==> src/rtl/stream_sink.sv <==
// Purpose: packet sink that checks an incrementing byte stream and packet length, with a periodic ready pattern.
// Latency: pulses and counters update one cycle after the accepted beat; ready is registered from rdy_cnt.
// Backpressure: ready follows a fixed RDY_ON/RDY_PERIOD duty cycle and is independent of valid.
// Ports: clk, rst_n (async active-low); valid/last/data upstream beat; ready to upstream;
//        pkt_done/seq_err/len_err one-cycle pulses; pkt_count/err_count saturating counters; state FSM.
module stream_sink #(
  parameter int LEN        = 4,
  parameter int RDY_PERIOD = 20,
  parameter int RDY_ON     = 12
) (
  input  logic        clk,
  input  logic        rst_n,
  input  logic        valid,
  input  logic        last,
  input  logic [7:0]  data,
  output logic        ready,
  output logic        pkt_done,
  output logic        seq_err,
  output logic        len_err,
  output logic [15:0] pkt_count,
  output logic [15:0] err_count,
  output logic [1:0]  state
);

  typedef enum logic [1:0] {
    S_IDLE   = 2'd0,
    S_RECV   = 2'd1,
    S_RESYNC = 2'd2
  } state_e;

  localparam logic [7:0] LAST_IDX = 8'(LEN - 1);
  localparam logic [7:0] RDY_LAST = 8'(RDY_PERIOD - 1);
  localparam logic [7:0] RDY_ON_W = 8'(RDY_ON);

  state_e      state_q,     state_d;
  logic [7:0]  rdy_cnt_q,   rdy_cnt_d;
  logic        ready_q,     ready_d;
  logic [7:0]  beat_idx_q,  beat_idx_d;
  logic [7:0]  exp_data_q,  exp_data_d;
  logic        pkt_err_q,   pkt_err_d;
  logic        pkt_done_q,  pkt_done_d;
  logic        seq_err_q,   seq_err_d;
  logic        len_err_q,   len_err_d;
  logic [15:0] pkt_count_q, pkt_count_d;
  logic [15:0] err_count_q, err_count_d;

  logic        accept;
  logic        mism;
  logic [16:0] pkt_sum;
  logic [16:0] err_sum;

  assign accept = valid & ready_q;
  assign mism   = (data != exp_data_q);

  always_comb begin
    state_d    = state_q;
    beat_idx_d = beat_idx_q;
    exp_data_d = exp_data_q;
    pkt_err_d  = pkt_err_q;
    pkt_done_d = 1'b0;
    seq_err_d  = 1'b0;
    len_err_d  = 1'b0;

    // Ready pattern: free-running counter, ready registered from its compare.
    rdy_cnt_d = (rdy_cnt_q == RDY_LAST) ? 8'd0 : rdy_cnt_q + 8'd1;
    ready_d   = (rdy_cnt_q < RDY_ON_W);

    if (accept) begin
      seq_err_d  = mism;
      // data+1 equals exp_data+1 on a match, so one expression covers
      // both normal increment and resynchronisation after a mismatch.
      exp_data_d = data + 8'd1;

      case (state_q)
        S_RESYNC: begin
          if (last) begin
            state_d    = S_IDLE;
            beat_idx_d = 8'd0;
            pkt_err_d  = 1'b0;
          end
        end
        default: begin
          if (last) begin
            state_d    = S_IDLE;
            beat_idx_d = 8'd0;
            pkt_err_d  = 1'b0;
            if (beat_idx_q == LAST_IDX) begin
              pkt_done_d = ~(pkt_err_q | mism);
            end else begin
              len_err_d = 1'b1;
            end
          end else if (beat_idx_q == LAST_IDX) begin
            // Too many beats (or last missing when LEN=1): drop the rest.
            len_err_d  = 1'b1;
            state_d    = S_RESYNC;
            pkt_err_d  = 1'b0;
          end else begin
            state_d    = S_RECV;
            beat_idx_d = beat_idx_q + 8'd1;
            pkt_err_d  = pkt_err_q | mism;
          end
        end
      endcase
    end

    // Saturating counters; err_count can step by 2 when both errors coincide.
    pkt_sum     = {1'b0, pkt_count_q} + 17'(pkt_done_d);
    err_sum     = {1'b0, err_count_q} + 17'(seq_err_d) + 17'(len_err_d);
    pkt_count_d = pkt_sum[16] ? 16'hFFFF : pkt_sum[15:0];
    err_count_d = err_sum[16] ? 16'hFFFF : err_sum[15:0];
  end

  always_ff @(posedge clk or negedge rst_n) begin
    if (!rst_n) begin
      state_q     <= S_IDLE;
      rdy_cnt_q   <= 8'd0;
      ready_q     <= 1'b0;
      beat_idx_q  <= 8'd0;
      exp_data_q  <= 8'd0;
      pkt_err_q   <= 1'b0;
      pkt_done_q  <= 1'b0;
      seq_err_q   <= 1'b0;
      len_err_q   <= 1'b0;
      pkt_count_q <= 16'd0;
      err_count_q <= 16'd0;
    end else begin
      state_q     <= state_d;
      rdy_cnt_q   <= rdy_cnt_d;
      ready_q     <= ready_d;
      beat_idx_q  <= beat_idx_d;
      exp_data_q  <= exp_data_d;
      pkt_err_q   <= pkt_err_d;
      pkt_done_q  <= pkt_done_d;
      seq_err_q   <= seq_err_d;
      len_err_q   <= len_err_d;
      pkt_count_q <= pkt_count_d;
      err_count_q <= err_count_d;
    end
  end

  assign ready     = ready_q;
  assign pkt_done  = pkt_done_q;
  assign seq_err   = seq_err_q;
  assign len_err   = len_err_q;
  assign pkt_count = pkt_count_q;
  assign err_count = err_count_q;
  assign state     = state_q;

endmodule

==> config.mk <==
export PLATFORM = sky130hd
export DESIGN_NAME = stream_sink
export DESIGN_NICKNAME = d
export VERILOG_FILES = /design/src/rtl/stream_sink.sv
export SDC_FILE = /design/constraint.sdc
export NUM_CORES = 1
export LEC_CHECK = 0
export ABC_CLOCK_PERIOD_IN_PS = 5200
export BUFFER_PORTS_ARGS = -buffer_cell sky130_fd_sc_hd__buf_4
export CORE_UTILIZATION = 34
export CTS_BUF_LIST = sky130_fd_sc_hd__clkbuf_8
export DETAILED_ROUTE_END_ITERATION = 8
export MAX_ROUTING_LAYER = met4
export SETUP_SLACK_MARGIN = 0.02
export SLEW_MARGIN = 25
export SYNTH_ARGS = -nofsm -noshare
export SYNTH_HDL_FRONTEND = slang
export SYNTH_SLANG_ARGS = --single-unit
==> constraint.sdc <==
create_clock -name clk -period 5.2 [get_ports clk]
set_clock_uncertainty 0.15 [all_clocks]
set_input_delay 0.52 -clock clk [delete_from_list [all_inputs] [get_ports clk]]
set_output_delay 0.52 -clock clk [all_outputs]
set_load 0.05 [all_outputs]
==> flow_summary_export.csv <==
group,metric,value,unit
critical_path,critPathCaptureType,"flip-flop",
synth,synth.cells.most_frequent,"sky130_fd_sc_hd__dfrtp_1, sky130_fd_sc_hd__nand2_1, sky130_fd_sc_hd__xor2_1",
synth,post_synth.cell_area_avg,10.17,um^2
critical_path,critical_path_peak_fanout,6,
global_route,grt_first_pass_wirelength,11230,um
timing,final-max-slew-violation-count,0,
route,drtPass1Iterations,4,
cts,cts_htree_levels,3,
pwr,power.ir.vdd_worst,0.1371,mV
pwr,pwr_density_cell,333.3,nW/um^2
timing,timing.slew.headroom,46.79,%
synth,async_flop_share,100.0,%
critical_path,timing.critical_path.cells,"nor4_1, nand3_1, ha_1, nand2_1, fa_1, inv_1, ha_1, inv_1, nor4_4, nand3_2, mux2_4",
place,post-dp-hpwl,4534,um
pwr,p_total,1.279,mW
synth,postSynthCellCount,313,
global_route,antenna_violations_before_repair,0,
floorplanning,floorplan_die_height,98.74,um
floorplanning,placementRows,34,
critical_path,crit_required,5.27,ns
job,max_cap_violations,0,
route,detail_route.iter0.violations,120,
critical_path,crit-reg2reg-capture,"err_count[14]$_DFF_PN0_",
timing,finalHoldViolCount,0,
critical_path,worst-endpoint-arrival,3.35,ns
synth,ys_seq_area_share,49.55,%
critical_path,critical_path.n_buffers_inverters,2,
route,finalWirelength,6506,um
timing,max_freq,305.0,MHz
cts,cts_setup_buffers,0,
critical_path,timing_worst_setup_path_type,"reg -> reg",
global_route,grt.overflow.total,0,
synth,ys_seq_elements,63,
floorplanning,die_area,9749,um^2
cts,postCtsResizedCells,0,
synth,yosys_warnings,0,
route,wire_per_inst,13.58,um
synth,synth.largest_area_cell,"sky130_fd_sc_hd__dfrtp_1",
critical_path,critical_path.top_delay_family,"simple AND/OR/NAND/NOR gates",
cts,clk_root_buffer_cell,"sky130_fd_sc_hd__clkbuf_8",
critical_path,critical_path.slowest_cell,"sky130_fd_sc_hd__dfrtp_1",
place,globalplace.congestion,0.8586,
cells_and_area,flow.area_growth_from_synthesis,20.64,%
synth,post_synth_main_area_contributors,"sky130_fd_sc_hd__dfrtp_1, sky130_fd_sc_hd__xor2_1, sky130_fd_sc_hd__xnor2_1",
synth,synth_area,3182,um^2
cts,tritoncts.num_buffers,9,
synth,most_used_flip_flop_cell_after_synthesis,"sky130_fd_sc_hd__dfrtp_1",
floorplanning,initial_utilization,35.79,%
cells_and_area,num_antenna_cells,0,
cells_and_area,finish.net_count,388,
synth,top_count_cell_post_synth,"sky130_fd_sc_hd__dfrtp_1",
floorplanning,placeable_core_region,8891,um^2
cts,cts_sinks,63,
timing,period_minus_slack,3.279,ns
synth,post_synth_edffs,0,
place,io_buffers,49,
timing,post-route-period-util,63.05,%
global_route,first_global_vias,2377,
floorplanning,io_pins,50,
route,avgViaCountPerCell,5.004,
timing,setup_total_negative_slack,0,ns
route,routed-via-count,2397,
global_route,grt_usage,14.76,%
cts,cts_buffer_depth,2,
outcome,outcome,"finished, final reports clean",
worst_hold_path,min_path_type,"in -> async",
pwr,static-leakage-power,1.869,nW
critical_path,setup.worst_path.start_class,"flip-flop",
timing,timing_worst_slew_pin_value,0.7981,ns
critical_path,reg2reg_setup_slack,1.92,ns
synth,net_count_synth,334,
critical_path,reg_to_reg_startpoint,"beat_idx_q[2]$_DFFE_PN0P_",
synth,yosys.cell_types.count,48,
cts,clkLatencyLatePin,0.33,ns
timing,setup_repair_after_global_routing_missed_its_margin,"no",
timing,setup_violating_endpoint_count_in_the_final_report,0,
critical_path,cpPeakStageDelay,0.44,ns
cts,cts.reportedPaths.clkPinSlew,0.07,ns
global_route,grt_max_degree,64,
synth,synth_top_area_share,49.55,%
critical_path,worst-r2r-cell-count,11,
route,detail_route.drc_violations,0,
route,ant_nets_after_route,0,
cts,cts.hold.buffers_added,0,
floorplanning,die_w,98.74,um
cts,tritoncts,"yes",
cells_and_area,final_layout_size_suffix_gt1_share,20.49,%
==> state kept, by name, summed over array words and instances, names as in the netlist <==
register	cells
pkt_count	16
exp_data_q	8
beat_idx_q	8
len_err	1
seq_err	1
state	2
ready	1
rdy_cnt_q	8
pkt_done	1
pkt_err_q	1
err_count	16
==> power by group <==
| group | internal, mW | switching (mW) |
|---|---|---|
| Clock | 0.214 | 0.182 |
| Sequential | 0.532 | 0.0572 |
| Combinational | 0.102 | 0.193 |
==> cell type report <==
class / instances / area (um^2)
Multi-Input combinational cell: 234 / 1543
Tap cell: 108 / 135.1
Inverter: 10 / 37.54
Clock buffer: 9 / 123.9
Sequential cell: 63 / 1577
Fill cell: 864 / 5052
Timing Repair Buffer: 49 / 367.9
Clock inverter: 6 / 55.05
==> routing by layer <==
layer / global-route usage [%] / vias up / share of wire (%)
met5: - / - / 0
met4: 4.478 / 0 / 0.54
met3: 3.688 / 5 / 3.5
met2: 22.16 / 42 / 46
met1: 19.69 / 1137 / 50
li1: - / 1213 / -
==> worst max path at each step <==
stage	from	end	slack (ns)	cells past startpoint
CTS	beat_idx_q[2]$_DFFE_PN0P_	err_count[14]$_DFF_PN0_	1.90	11
detailed placement	valid	pkt_count[3]$_DFF_PN0_	1.73	9
global placement	valid	pkt_count[3]$_DFF_PN0_	1.82	9
global route	ready$_DFF_PN0_	pkt_count[3]$_DFF_PN0_	1.65	8
finish	beat_idx_q[2]$_DFFE_PN0P_	err_count[14]$_DFF_PN0_	1.92	11
floorplan	beat_idx_q[2]$_DFFE_PN0P_	err_count[14]$_DFF_PN0_	2.18	11
==> cells in the final DEF (no fill, tap or decap), drive strengths merged, types with 2 or more instances in the layout <==
master / instances
a21oi: 3
a22o: 2
a31o: 3
a31oi: 2
a41oi: 3
and2: 5
and3: 8
and4: 3
buf: 49
clkbuf: 9
clkinv: 2
dfrtp: 63
ha: 8
inv: 12
mux2: 3
nand2: 40
nand2b: 7
nand3: 22
nand4: 14
nor2: 18
nor2b: 2
nor3: 4
nor3b: 3
nor4: 9
o21ai: 19
xnor2: 18
xor2: 22
==> cells by family (layout without fill, tap and decap cells) <==
kind of cell / count (synthesis) / after routing / share of synthesized area (%)
compound gates: 39 / 39 / 7.826
xor+xnor: 40 / 40 / 11.01
fa+ha+maj: 9 / 9 / 3.775
buf+inv: 16 / 74 / 1.966
flops: 63 / 63 / 49.55
mux: 4 / 4 / 1.494
simple gates: 142 / 142 / 24.38
==> per-stage QoR <==
stage	instance area [um^2]	std cells	worst slack [ns]	hold slack, ns	util [%]
after detailed placement	3660	464	1.727	0.3166	41.16
final	3839	479	1.921	0.1188	43.17
after floorplan	3182	313	2.181	0.07441	-
after CTS	3839	479	1.904	0.1537	43.17
after global routing	3839	479	1.651	0.1906	43.17
after global placement	3660	464	1.818	0.3156	41.16
Note: power is estimated with default switching activity, not from simulation.
